$ cat src/rtl/mips_fetch_stage.sv
// IF stage of the 5-stage MIPS pipeline: PC register, next-PC selection,
// IF/ID pipeline register, illegal-fetch trap and fetch/stall counters.
module mips_fetch_stage #(
  parameter logic [31:0] RESET_PC   = 32'h0000_0000,
  parameter int unsigned IMEM_DEPTH = 256,
  parameter int unsigned CNT_W      = 32
) (
  input  logic                          clk,
  input  logic                          rst_n,
  input  logic                          stall_f,
  input  logic                          stall_d,
  input  logic                          flush_d,
  input  logic                          pc_src_d,
  input  logic [31:0]                   pc_branch_d,
  input  logic                          jump_d,
  input  logic [31:0]                   jump_target_d,
  output logic [$clog2(IMEM_DEPTH)-1:0] imem_addr,
  input  logic [31:0]                   imem_rdata,
  output logic [31:0]                   pc_f,
  output logic [31:0]                   instr_d,
  output logic [31:0]                   pc_plus4_d,
  output logic                          valid_d,
  output logic                          fetch_fault,
  output logic [CNT_W-1:0]              fetch_count,
  output logic [CNT_W-1:0]              stall_count
);

  localparam int unsigned AW = $clog2(IMEM_DEPTH);

  typedef enum logic {
    RUN   = 1'b0,
    FAULT = 1'b1
  } state_t;

  state_t      state;
  logic        illegal_pc_c;
  logic [31:0] pc_plus4_c;
  logic [31:0] pc_next_c;

  // Word index into the instruction memory; low two bits are the byte offset.
  assign imem_addr  = pc_f[AW+1:2];
  assign pc_plus4_c = pc_f + 32'd4;

  // Misaligned, or beyond the last word of instruction memory.
  assign illegal_pc_c = (pc_f[1:0] != 2'b00) || ((pc_f >> (AW + 2)) != 32'd0);

  // Next-PC selection; stalled redirects are dropped and re-presented later.
  always_comb begin
    pc_next_c = pc_f;
    if (state == RUN && !illegal_pc_c && !stall_f) begin
      if (jump_d)        pc_next_c = jump_target_d;
      else if (pc_src_d) pc_next_c = pc_branch_d;
      else               pc_next_c = pc_plus4_c;
    end
  end

  // State, PC, IF/ID register and counters.
  always_ff @(posedge clk or negedge rst_n) begin
    if (!rst_n) begin
      state       <= RUN;
      pc_f        <= RESET_PC;
      instr_d     <= 32'd0;
      pc_plus4_d  <= 32'd0;
      valid_d     <= 1'b0;
      fetch_fault <= 1'b0;
      fetch_count <= '0;
      stall_count <= '0;
    end else begin
      pc_f <= pc_next_c;
      if (state == RUN) begin
        if (illegal_pc_c) begin
          state       <= FAULT;
          fetch_fault <= 1'b1;
        end
        if (stall_f && (stall_count != {CNT_W{1'b1}})) begin
          stall_count <= stall_count + CNT_W'(1);
        end
        if (flush_d || (!stall_d && illegal_pc_c)) begin
          instr_d    <= 32'd0;
          pc_plus4_d <= 32'd0;
          valid_d    <= 1'b0;
        end else if (!stall_d) begin
          instr_d    <= imem_rdata;
          pc_plus4_d <= pc_plus4_c;
          valid_d    <= 1'b1;
          if (fetch_count != {CNT_W{1'b1}}) begin
            fetch_count <= fetch_count + CNT_W'(1);
          end
        end
      end else begin
        // Trapped: only reset leaves FAULT, decode sees bubbles.
        fetch_fault <= 1'b1;
        instr_d     <= 32'd0;
        pc_plus4_d  <= 32'd0;
        valid_d     <= 1'b0;
      end
    end
  end

endmodule

$ cat config.mk
export PLATFORM = sky130hd
export DESIGN_NAME = mips_fetch_stage
export DESIGN_NICKNAME = d
export VERILOG_FILES = /design/src/rtl/mips_fetch_stage.sv
export SDC_FILE = /design/constraint.sdc
export NUM_CORES = 1
export LEC_CHECK = 0
export CAP_MARGIN = 0
export CORE_MARGIN = 2
export CORE_UTILIZATION = 30
export CTS_BUF_LIST = sky130_fd_sc_hd__clkbuf_8 sky130_fd_sc_hd__clkbuf_16
export CTS_CLUSTER_DIAMETER = 40
export CTS_CLUSTER_SIZE = 40
export DETAILED_ROUTE_END_ITERATION = 8
export HOLD_SLACK_MARGIN = 0.03
export MAX_ROUTING_LAYER = met4
export PLACE_DENSITY = 0.59
export SYNTH_ARGS = -nofsm -noshare
export SYNTH_HDL_FRONTEND = slang
export SYNTH_SLANG_ARGS = --single-unit
$ cat constraint.sdc
create_clock -name clk -period 5.51 [get_ports clk]
set_clock_uncertainty 0.2 [all_clocks]
set_input_delay 1.102 -clock clk [delete_from_list [all_inputs] [get_ports clk]]
set_output_delay 1.102 -clock clk [all_outputs]
set_load 0.02 [all_outputs]
==> flow_summary.toml, run 1 <==
[outcome]
status = "finished, final reports clean"

[global_route]
wire_length_of_the_first_global_routing_pass_um = 34200
number_of_antenna_violations_at_the_first_check_in_global_routing = 0
first_global_vias = 6145
global_route.overflow_total = 0
grt_max_degree = 88
global_route.usage.total_pct = 17.3

[clocking]
cts_clk_pin_slew_worst_paths_ns = 0.07
cts_setup_buffers = 0
cts_tree = "yes"
numCtsBuffers = 17
cts_hold_buffers = 0
clockRootBuffer = "sky130_fd_sc_hd__clkbuf_16"
cts_buffer_depth = 2
clock_latency_ns = 0.42
clkSinkCount = 163
htree_num_levels = 4
cts_repair_resize_count = 0

[worst_setup_path]
path_cells = "clkdlybuf4s50_1 > nor3_1 > and3_1 > nand3_1 > nor4b_1 > mux2i_1"
crit_fanout = 11
top_cell_family_by_delay_on_the_critical_path = "simple AND/OR/NAND/NOR gates"
worstSetupPathType = "in -> reg"
worstPathBufferInverterCount = 1
r2r_setup_slack_ns = 2.68
cp_slowest_stage_delay_ns = 0.50
timing.critical_path.from_type = "input port"
worst_path_max_delay_cell = "sky130_fd_sc_hd__nor4b_1"
critPathArrivalTime_ns = 3.16
worstSetupEndpointType = "register"
cp.required_ns = 5.65

[floorplanning]
core_sq_mm = 0.0240
floorplan.rows = 57
die_y_um = 160
die_w_um = 160
num_io_pins = 273
design.die.area_sq_mm = 0.0255
initial_core_util_pct = 30.3

[pwr]
power.sequential.fraction_pct = 47.7
total_leakage_power_uw = 0.00454
p_total_uw = 2590
clock_power_share_pct = 43.4
combinational_group_share_of_total_power_pct = 8.9
power_per_cell_area_mw_per_mm2 = 239
swShare_pct = 25.5
max-vdd-ir-drop_v = 0.000170
total_switching_power_uw = 660
p_int_uw = 1930

[timing]
rsz_0062_raised_after_global_routing = "false"
fin_ws_ns = 2.50
tightest_pin_transition_ns = 0.753
number_of_pins_exceeding_their_max_slew_limit_in_the_final_report = 0
fmax_mhz = 332
fin_crit_ns = 3.01
setup_viol_count_final = 0
hold_viol = 0
layout_worst_path_cycle_share_pct = 54.7
final.setup.tns_ns = 0
max_slew_margin_pct = 49.8

[final_layout]
area_growth_syn_to_layout_pct = 48.6
finish.instance_area_sq_mm = 0.0108
drive_gt1_share_pct = 7.09
finish.cell_count_without_fillers = 1227
num-nets-final = 996
antenna_cells_inserted = 0

[routing]
via_per_inst = 4.81
detail-route-antenna-nets = 0
vias = 5906
drt_pre_antenna_iters = 4
drc = 0
wl_per_cell_um = 17.3
drt_iter0_drc = 288
route.final.wire_length_um = 21200

[yosys]
synth_async_sr_flop_share_pct = 100
synth.top_cells.by_area = "sky130_fd_sc_hd__dfrtp_1 (56%), sky130_fd_sc_hd__xnor2_1 (5.7%), sky130_fd_sc_hd__a22o_1 (4.9%)"
syn_area_sq_mm = 0.00728
postSynthAreaPerCell_sq_um = 11.5
synth_fa_ha_area_share_pct = 0.516
count_of_flip_flops_with_a_built_in_enable_after_synthesis = 0
synth.yosys.warnings = 0
post-synth-top-area-fraction_pct = 56.0
synth_xor_area_share_pct = 7.94
synth.distinct_cells = 50
synth-seq-area-share_pct = 56.0
largest_family_of_logic_cells_by_synthesized_area = "simple AND/OR/NAND/NOR gates"
syn_nets = 740
synth-compound-area-share_pct = 12.5
synth-seq-cells = 163
synth-simple-area-share_pct = 18.2
multiplexer_area_fraction_after_synthesis_pct = 1.36
synthFlopType = "sky130_fd_sc_hd__dfrtp_1"
netlist_instances = 634
synth_top_area_cell = "sky130_fd_sc_hd__dfrtp_1"

[placement]
detailedPlace.worstSlack_ns = 2.02
place_inst = 1195
io_buffer_count = 272
hpwlAfterDp_um = 15000
place_area_sq_mm = 0.0103
final_weighted_congestion_in_routability_driven_placement = 0.787

[hold_path]
worst_hold_path_type = "reg -> reg"

[job]
max_cap_viol_count = 0
[final cells by class]
cell class	count	area, sq um
fillers	2329	13200
flip-flops and latches	163	4080
multi-input cells	419	2960
repair buffers	277	2770
clock buffers	17	425
well taps	324	405
clock inverters	15	128
inverters	12	45.0
[power by group through the flow]
stage	Sequential (uW)	Combinational [uW]	Clock, uW
after floorplan	1270	61.2	0
after global placement	1260	233	0
after detailed placement	1260	234	0
after CTS	1230	234	1150
after global routing	1240	249	1200
final	1230	230	1120
[worst paths after layout]
| path | from | to | cells past startpoint |
|---|---|---|---|
| setup / recovery | stall_d | fetch_count[30] | 6 |
| hold / removal | pc_plus4_d[23] | pc_plus4_d[23] | 1 |
| setup reg to reg | pc_f[26] | pc_f[6] | 4 |
| hold reg to reg | pc_plus4_d[23] | pc_plus4_d[23] | 1 |
| max in group asynchronous | rst_n | stall_count[24] | 2 |
| min in group asynchronous | rst_n | pc_f[26] | 1 |
[layer usage]
metal	GRT usage, %	part of all wire [%]	wire, um	up-vias
met2	26.7	47	10000	165
met3	3.38	4.6	986	26
met5	-	0	0	-
met4	5.98	2.1	448	0
li1	-	-	-	2807
met1	23.0	46	9750	2908
[metrics by stage]
stage                     util (%)  hold WS [ns]
after detailed placement      42.7         0.270
after global placement        42.7         0.270
after CTS                     45.0         0.287
after global routing          45.0         0.294
after floorplan                  -         0.304
final                         45.0         0.283
[registers in the layout, summed over array words and instances, names as in the netlist]
register and flops:
stall_count 32, valid_d 1, fetch_fault 1, pc_f 32, pc_plus4_d 32, fetch_count 32, instr_d 32, state 1
[cells by family (layout without fill, tap and decap cells)]
logic type                 after synthesis  count (layout)
adders and majority gates                3               3
AOI/OAI and AO/OA                      120             120
muxes                                    9               9
xor gates and xnor gates                66              66
and+or+nand+nor                        221             221
buffers and inverters                   52             321
DFF                                    163             163
[layout by cell type (no fill, tap or decap), types with 2 or more instances in the layout]
cell	count
sky130_fd_sc_hd__nor3_4	2
sky130_fd_sc_hd__mux2_2	3
sky130_fd_sc_hd__and4_1	5
sky130_fd_sc_hd__a22o_1	41
sky130_fd_sc_hd__nand2_1	27
sky130_fd_sc_hd__inv_6	4
sky130_fd_sc_hd__o21bai_1	23
sky130_fd_sc_hd__clkinv_4	5
sky130_fd_sc_hd__or2_2	2
sky130_fd_sc_hd__clkbuf_16	17
sky130_fd_sc_hd__and3_1	14
sky130_fd_sc_hd__or4_4	2
sky130_fd_sc_hd__nor2_1	25
sky130_fd_sc_hd__clkinv_2	2
sky130_fd_sc_hd__a22oi_1	22
sky130_fd_sc_hd__nor4_2	7
sky130_fd_sc_hd__dfrtp_1	163
sky130_fd_sc_hd__and2_1	26
sky130_fd_sc_hd__xnor2_1	47
sky130_fd_sc_hd__nor4b_2	3
sky130_fd_sc_hd__xor2_1	19
sky130_fd_sc_hd__clkdlybuf4s50_1	271
sky130_fd_sc_hd__nand3_1	37
sky130_fd_sc_hd__a31oi_1	3
sky130_fd_sc_hd__mux2i_1	5
sky130_fd_sc_hd__nand4_1	31
sky130_fd_sc_hd__inv_1	13
sky130_fd_sc_hd__nor3_1	19
sky130_fd_sc_hd__o21ai_0	7
sky130_fd_sc_hd__a21oi_1	17
sky130_fd_sc_hd__buf_4	4
sky130_fd_sc_hd__nor2b_1	6
sky130_fd_sc_hd__ha_1	3
sky130_fd_sc_hd__nor4_1	5
[synthesized netlist by cell type, types with 2 or more instances]
master                     instances
sky130_fd_sc_hd__buf_2             6
sky130_fd_sc_hd__xnor2_1          47
sky130_fd_sc_hd__nor2b_1           6
sky130_fd_sc_hd__mux2i_1           5
sky130_fd_sc_hd__nor3_4            2
sky130_fd_sc_hd__nor4b_2           3
sky130_fd_sc_hd__dfrtp_1         163
sky130_fd_sc_hd__and3_1           14
sky130_fd_sc_hd__a22o_1           41
sky130_fd_sc_hd__o21bai_1         23
sky130_fd_sc_hd__nor3_1           19
sky130_fd_sc_hd__inv_1            12
sky130_fd_sc_hd__and2_1           26
sky130_fd_sc_hd__or4_4             2
sky130_fd_sc_hd__nand3_1          37
sky130_fd_sc_hd__nand4_1          31
sky130_fd_sc_hd__buf_6             2
sky130_fd_sc_hd__xor2_1           19
sky130_fd_sc_hd__ha_1              3
sky130_fd_sc_hd__nand2_1          27
sky130_fd_sc_hd__nor2_1           26
sky130_fd_sc_hd__a21oi_1          17
sky130_fd_sc_hd__o21ai_0           7
sky130_fd_sc_hd__and4_1            5
sky130_fd_sc_hd__nor4_2            7
sky130_fd_sc_hd__a22oi_1          22
sky130_fd_sc_hd__clkbuf_1         23
sky130_fd_sc_hd__nor4_1            5
sky130_fd_sc_hd__or2_2             2
sky130_fd_sc_hd__buf_4             8
sky130_fd_sc_hd__a31oi_1           3
sky130_fd_sc_hd__mux2_2            3
(Power assumes the default switching activity.)
==> inputs of run 2 (changes only) <==
Settings changed: PLACE_DENSITY 0.59 to 0.61.
Clock period 5.51 ns to 2.61 ns, I/O delays scaled along.
==> run 2 against run 1 <==
Compared with the run above: first-iteration DRC count up 11%; clock-buffer cell count up 2; worst setup slack got worse by 2.3 ns; register-to-register slack got worse by 2.5 ns; critical path type is now reg -> reg; highest routed layer unchanged.
==> flow_summary.toml, run 2 (synthesized netlist as in run 1, its figures left out) <==
[global_route]
first_global_vias = 6071
number_of_antenna_violations_at_the_first_check_in_global_routing = 0
global_route.overflow_total = 0
grt_max_degree = 60
wire_length_of_the_first_global_routing_pass_um = 33900
global_route.usage.total_pct = 17.3

[timing]
fin_crit_ns = 2.40
setup_viol_count_final = 0
number_of_pins_exceeding_their_max_slew_limit_in_the_final_report = 0
tightest_pin_transition_ns = 0.926
rsz_0062_raised_after_global_routing = "false"
max_slew_margin_pct = 38.0
fin_ws_ns = 0.210
hold_viol = 0
layout_worst_path_cycle_share_pct = 92.0
fmax_mhz = 417

[worst_setup_path]
worstSetupPathType = "reg -> reg"
cp.required_ns = 2.76
worstPathBufferInverterCount = 1
critPathArrivalTime_ns = 2.55
top_cell_family_by_delay_on_the_critical_path = "simple AND/OR/NAND/NOR gates"
worst_path_max_delay_cell = "sky130_fd_sc_hd__or4_4"
crit_fanout = 22
path_cells = "nor4_2 > nand4_1 > or4_4 > buf_4 > o21bai_1"
cp_slowest_stage_delay_ns = 0.64
timing.critical_path.from_type = "register"
worstSetupEndpointType = "register"

[floorplanning]
die_w_um = 160
core_sq_mm = 0.0240
design.die.area_sq_mm = 0.0255
initial_core_util_pct = 30.3
num_io_pins = 273
floorplan.rows = 57
die_y_um = 160

[job]
max_cap_viol_count = 0

[clocking]
clkSinkCount = 163
clock_latency_ns = 0.43
cts_buffer_depth = 2
numCtsBuffers = 17
cts_tree = "yes"
cts_clk_pin_slew_worst_paths_ns = 0.07
clockRootBuffer = "sky130_fd_sc_hd__clkbuf_16"
htree_num_levels = 4

[final_layout]
area_growth_syn_to_layout_pct = 51.7
final_common_cell = "sky130_fd_sc_hd__clkdlybuf4s50_1"
num-nets-final = 1018
fill_cells = 2281
mostFrequentLayoutCells = "sky130_fd_sc_hd__clkdlybuf4s50_1 (271), sky130_fd_sc_hd__dfrtp_1 (163), sky130_fd_sc_hd__xnor2_1 (47)"
antenna_cells_inserted = 0
drive_gt1_share_pct = 9.41

[pwr]
power_per_cell_area_mw_per_mm2 = 504
combinational_group_share_of_total_power_pct = 9.0
p_total_uw = 5560
power.sequential.fraction_pct = 46.8
total_leakage_power_uw = 0.00466
swShare_pct = 25.5
p_int_uw = 4150
total_switching_power_uw = 1420
clock_power_share_pct = 44.2
max-vdd-ir-drop_v = 0.000360

[routing]
drt_iter0_drc = 319
detail-route-antenna-nets = 0
via_per_inst = 4.70
wl_per_cell_um = 16.9
drt_pre_antenna_iters = 4
vias = 5872
drc = 0
route.final.wire_length_um = 21200

[placement]
detailedPlace.worstSlack_ns = -0.0613
final_weighted_congestion_in_routability_driven_placement = 0.780
io_buffer_count = 272
hpwlAfterDp_um = 15200

[hold_path]
worst_hold_path_type = "reg -> reg"

[outcome]
status = "finished, final reports clean"
-- run 2: power by group through the flow --
| stage | Clock, uW | Sequential (uW) | Combinational, uW |
|---|---|---|---|
| final | 2460 | 2600 | 501 |
| after global routing | 2630 | 2610 | 547 |
| after CTS | 2530 | 2600 | 511 |
| after detailed placement | 0 | 2650 | 508 |
| after global placement | 0 | 2650 | 506 |
| after floorplan | 0 | 2680 | 129 |
-- run 2: layout make-up --
type | instances | area (sq um) | share of cell area, %
multi-input cells | 419 | 2970 | 26.9
inverters | 12 | 45.0 | 0.408
repair buffers | 299 | 2980 | 27.0
clock inverters | 13 | 118 | 1.06
flip-flops and latches | 163 | 4080 | 36.9
well taps | 324 | 405 | 3.67
clock buffers | 19 | 453 | 4.10
-- run 2: path summary, 6_finish.rpt --
kind	end	depth (start not counted)	slack, ns	startpoint
worst max-delay path	pc_f[25]	5	0.21	pc_f[0]
max in group asynchronous	pc_f[23]	3	1.21	rst_n
worst min-delay path	pc_plus4_d[14]	1	0.28	pc_plus4_d[14]
min in group asynchronous	pc_f[16]	2	0.40	rst_n
worst max register to register	pc_f[25]	5	0.21	pc_f[0]
worst min register to register	pc_plus4_d[14]	1	0.28	pc_plus4_d[14]
-- run 2: metal layers --
layer  vias to the layer above  wire [um]  global-route usage [%]
met5                         -          0                       -
met1                      2849       9860                    22.7
met4                         0        297                    4.67
met2                       159       9860                    26.8
met3                        20       1140                    4.26
li1                       2844          -                       -
-- run 2: through the flow --
step	hold WS [ns]	setup TNS, ns	area (sq um)	util, %	instances
after floorplan	0.0264	0	7280	-	634
after global placement	0.269	-0.196	10500	43.5	1216
after detailed placement	0.270	-0.238	10500	43.5	1216
after CTS	0.289	0	11000	46.0	1249
after global routing	0.302	0	11000	46.0	1249
final	0.283	0	11000	46.0	1249
-- run 2: what timing repair did --
item,in CTS,in global routing
setup buffers,0,0
resized for setup,0,0
hold buffers,1,0
hold endpoints to repair,39,0
-- run 2: worst reg2reg max path, delay by kind of cell, from the launching register on --
family	cells	cell delay (ns)
AOI/OAI and AO/OA	1	0.18
buffers and inverters	1	0.29
DFF	1	0.40
and+or+nand+nor	3	1.25
==> inputs of run 3 (changes only) <==
Settings changed: CORE_UTILIZATION 30 to 40, PLACE_DENSITY 0.61 to 0.77.
==> run 3 against run 2 <==
Compared with the run above: fmax increased by 1.8%; first-iteration DRC count fell by 13%; sequential share of layout area rose by 0.34 points; flip-flop and latch count unchanged; clock-buffer cell count fell by 2; total power barely moved; highest routed layer unchanged.
==> flow_summary.toml, run 3 (synthesized netlist as in run 1, its figures left out) <==
[outcome]
status = "finished, final reports clean"

[floorplanning]
core_sq_mm = 0.0179
die_y_um = 139
floorplan.rows = 49
num_io_pins = 273
design.die.area_sq_mm = 0.0193
initial_core_util_pct = 40.7
die_w_um = 139

[clocking]
cts_tree = "yes"
clkSinkCount = 163
clockRootBuffer = "sky130_fd_sc_hd__clkbuf_16"
cts_clk_pin_slew_worst_paths_ns = 0.07
clock_latency_ns = 0.43
cts_buffer_depth = 2
numCtsBuffers = 17
htree_num_levels = 4

[placement]
place_area_sq_mm = 0.0104
detailedPlace.worstSlack_ns = -0.0577
io_buffer_count = 272
hpwlAfterDp_um = 14400
final_weighted_congestion_in_routability_driven_placement = 0.823

[final_layout]
num-nets-final = 1018
finish.instance_area_sq_mm = 0.0109
antenna_cells_inserted = 0
fill_cells = 1426
drive_gt1_share_pct = 9.30
area_growth_syn_to_layout_pct = 50.4
postLayoutCoreUtil_pct = 61.1
mostFrequentLayoutCells = "sky130_fd_sc_hd__clkdlybuf4s50_1 (271), sky130_fd_sc_hd__dfrtp_1 (163), sky130_fd_sc_hd__xnor2_1 (47)"
final_common_cell = "sky130_fd_sc_hd__clkdlybuf4s50_1"

[timing]
number_of_pins_exceeding_their_max_slew_limit_in_the_final_report = 0
setup_viol_count_final = 0
max_slew_margin_pct = 55.7
fin_hold_ws_ns = 0.274
hold_viol = 0
fin_ws_ns = 0.251
rsz_0062_raised_after_global_routing = "false"
final.setup.tns_ns = 0
fin_crit_ns = 2.36
fmax_mhz = 424
layout_worst_path_cycle_share_pct = 90.4
tightest_pin_transition_ns = 0.662

[global_route]
first_global_vias = 6168
global_route.overflow_total = 0
global_route.usage.total_pct = 21.9
number_of_antenna_violations_at_the_first_check_in_global_routing = 0
grt_max_degree = 60
wire_length_of_the_first_global_routing_pass_um = 32900

[worst_setup_path]
worstSetupEndpointType = "output pin"
cp_slowest_stage_delay_ns = 0.68
path_cells = "clkdlybuf4s50_1"
timing.critical_path.from_type = "register"
worst_path_max_delay_cell = "sky130_fd_sc_hd__clkdlybuf4s50_1"
critPathArrivalTime_ns = 1.64
worstPathBufferInverterCount = 1
cp.required_ns = 1.89
top_cell_family_by_delay_on_the_critical_path = "buffers and inverters"
worstSetupPathType = "reg -> out"
crit_fanout = 8

[job]
max_cap_viol_count = 0

[routing]
detail-route-antenna-nets = 0
via_per_inst = 5.23
drt_pre_antenna_iters = 4
vias = 6038
route.final.wire_length_um = 20200
drt_iter0_drc = 276
drc = 0
wl_per_cell_um = 17.5

[pwr]
max-vdd-ir-drop_v = 0.000453
total_leakage_power_uw = 0.00466
power_per_cell_area_mw_per_mm2 = 508

[hold_path]
worst_hold_path_type = "reg -> reg"
==> run 3: cell count changes in the layout (fill, tap and decap cells not counted), moves of 2 or more <==
cell / before / now
sky130_fd_sc_hd__clkinv_4: 5 / 1
sky130_fd_sc_hd__clkbuf_8: 2 / 0
sky130_fd_sc_hd__clkinv_8: 0 / 2
sky130_fd_sc_hd__clkinvlp_4: 0 / 2
sky130_fd_sc_hd__inv_6: 4 / 6
==> run 3: metrics by stage <==
stage                     std cells  total power, uW
after floorplan                 634             2810
after global placement         1121             3150
after detailed placement       1121             3150
after CTS                      1154             5610
after global routing           1154             5760
final                          1154             5560
==> run 3: report_power, final <==
group          internal (uW)  switching (uW)  total, uW
combinational            276             220        496
clock                   1280            1180       2460
sequential              2560            46.7       2600
total                   4110            1450       5560
==> run 3: path summary, 6_finish.rpt <==
kind,slack [ns],from,endpoint,cells after the start
setup / recovery,0.25,pc_f[4],pc_f[4],1
min in group asynchronous,0.39,rst_n,pc_f[31],2
hold reg to reg,0.27,fetch_fault,fetch_fault,1
setup reg to reg,0.27,pc_f[12],pc_f[6],4
hold / removal,0.27,fetch_fault,fetch_fault,1
max in group asynchronous,1.14,rst_n,fetch_count[22],3
==> run 3: area by class of cell <==
type	instances	area [sq um]	share of cell area [%]
Clock buffer	17	425	3.89
Tap cell	229	287	2.62
Timing Repair Buffer	299	2990	27.3
Sequential cell	163	4080	37.3
Clock inverter	15	154	1.41
Multi-Input combinational cell	419	2960	27.1
Inverter	12	45.0	0.412
==> run 3: timing repair <==
action	CTS	global route
resized for setup	0	0
endpoints found under the hold margin	42	0
setup buffers	0	0
hold buffers	1	0
==> run 3: per-layer routing <==
layer  part of all wire [%]  track usage (%)
met1                     44             28.0
met2                     49             34.5
met3                    5.6             5.42
met4                    1.9             6.70
met5                      0                -
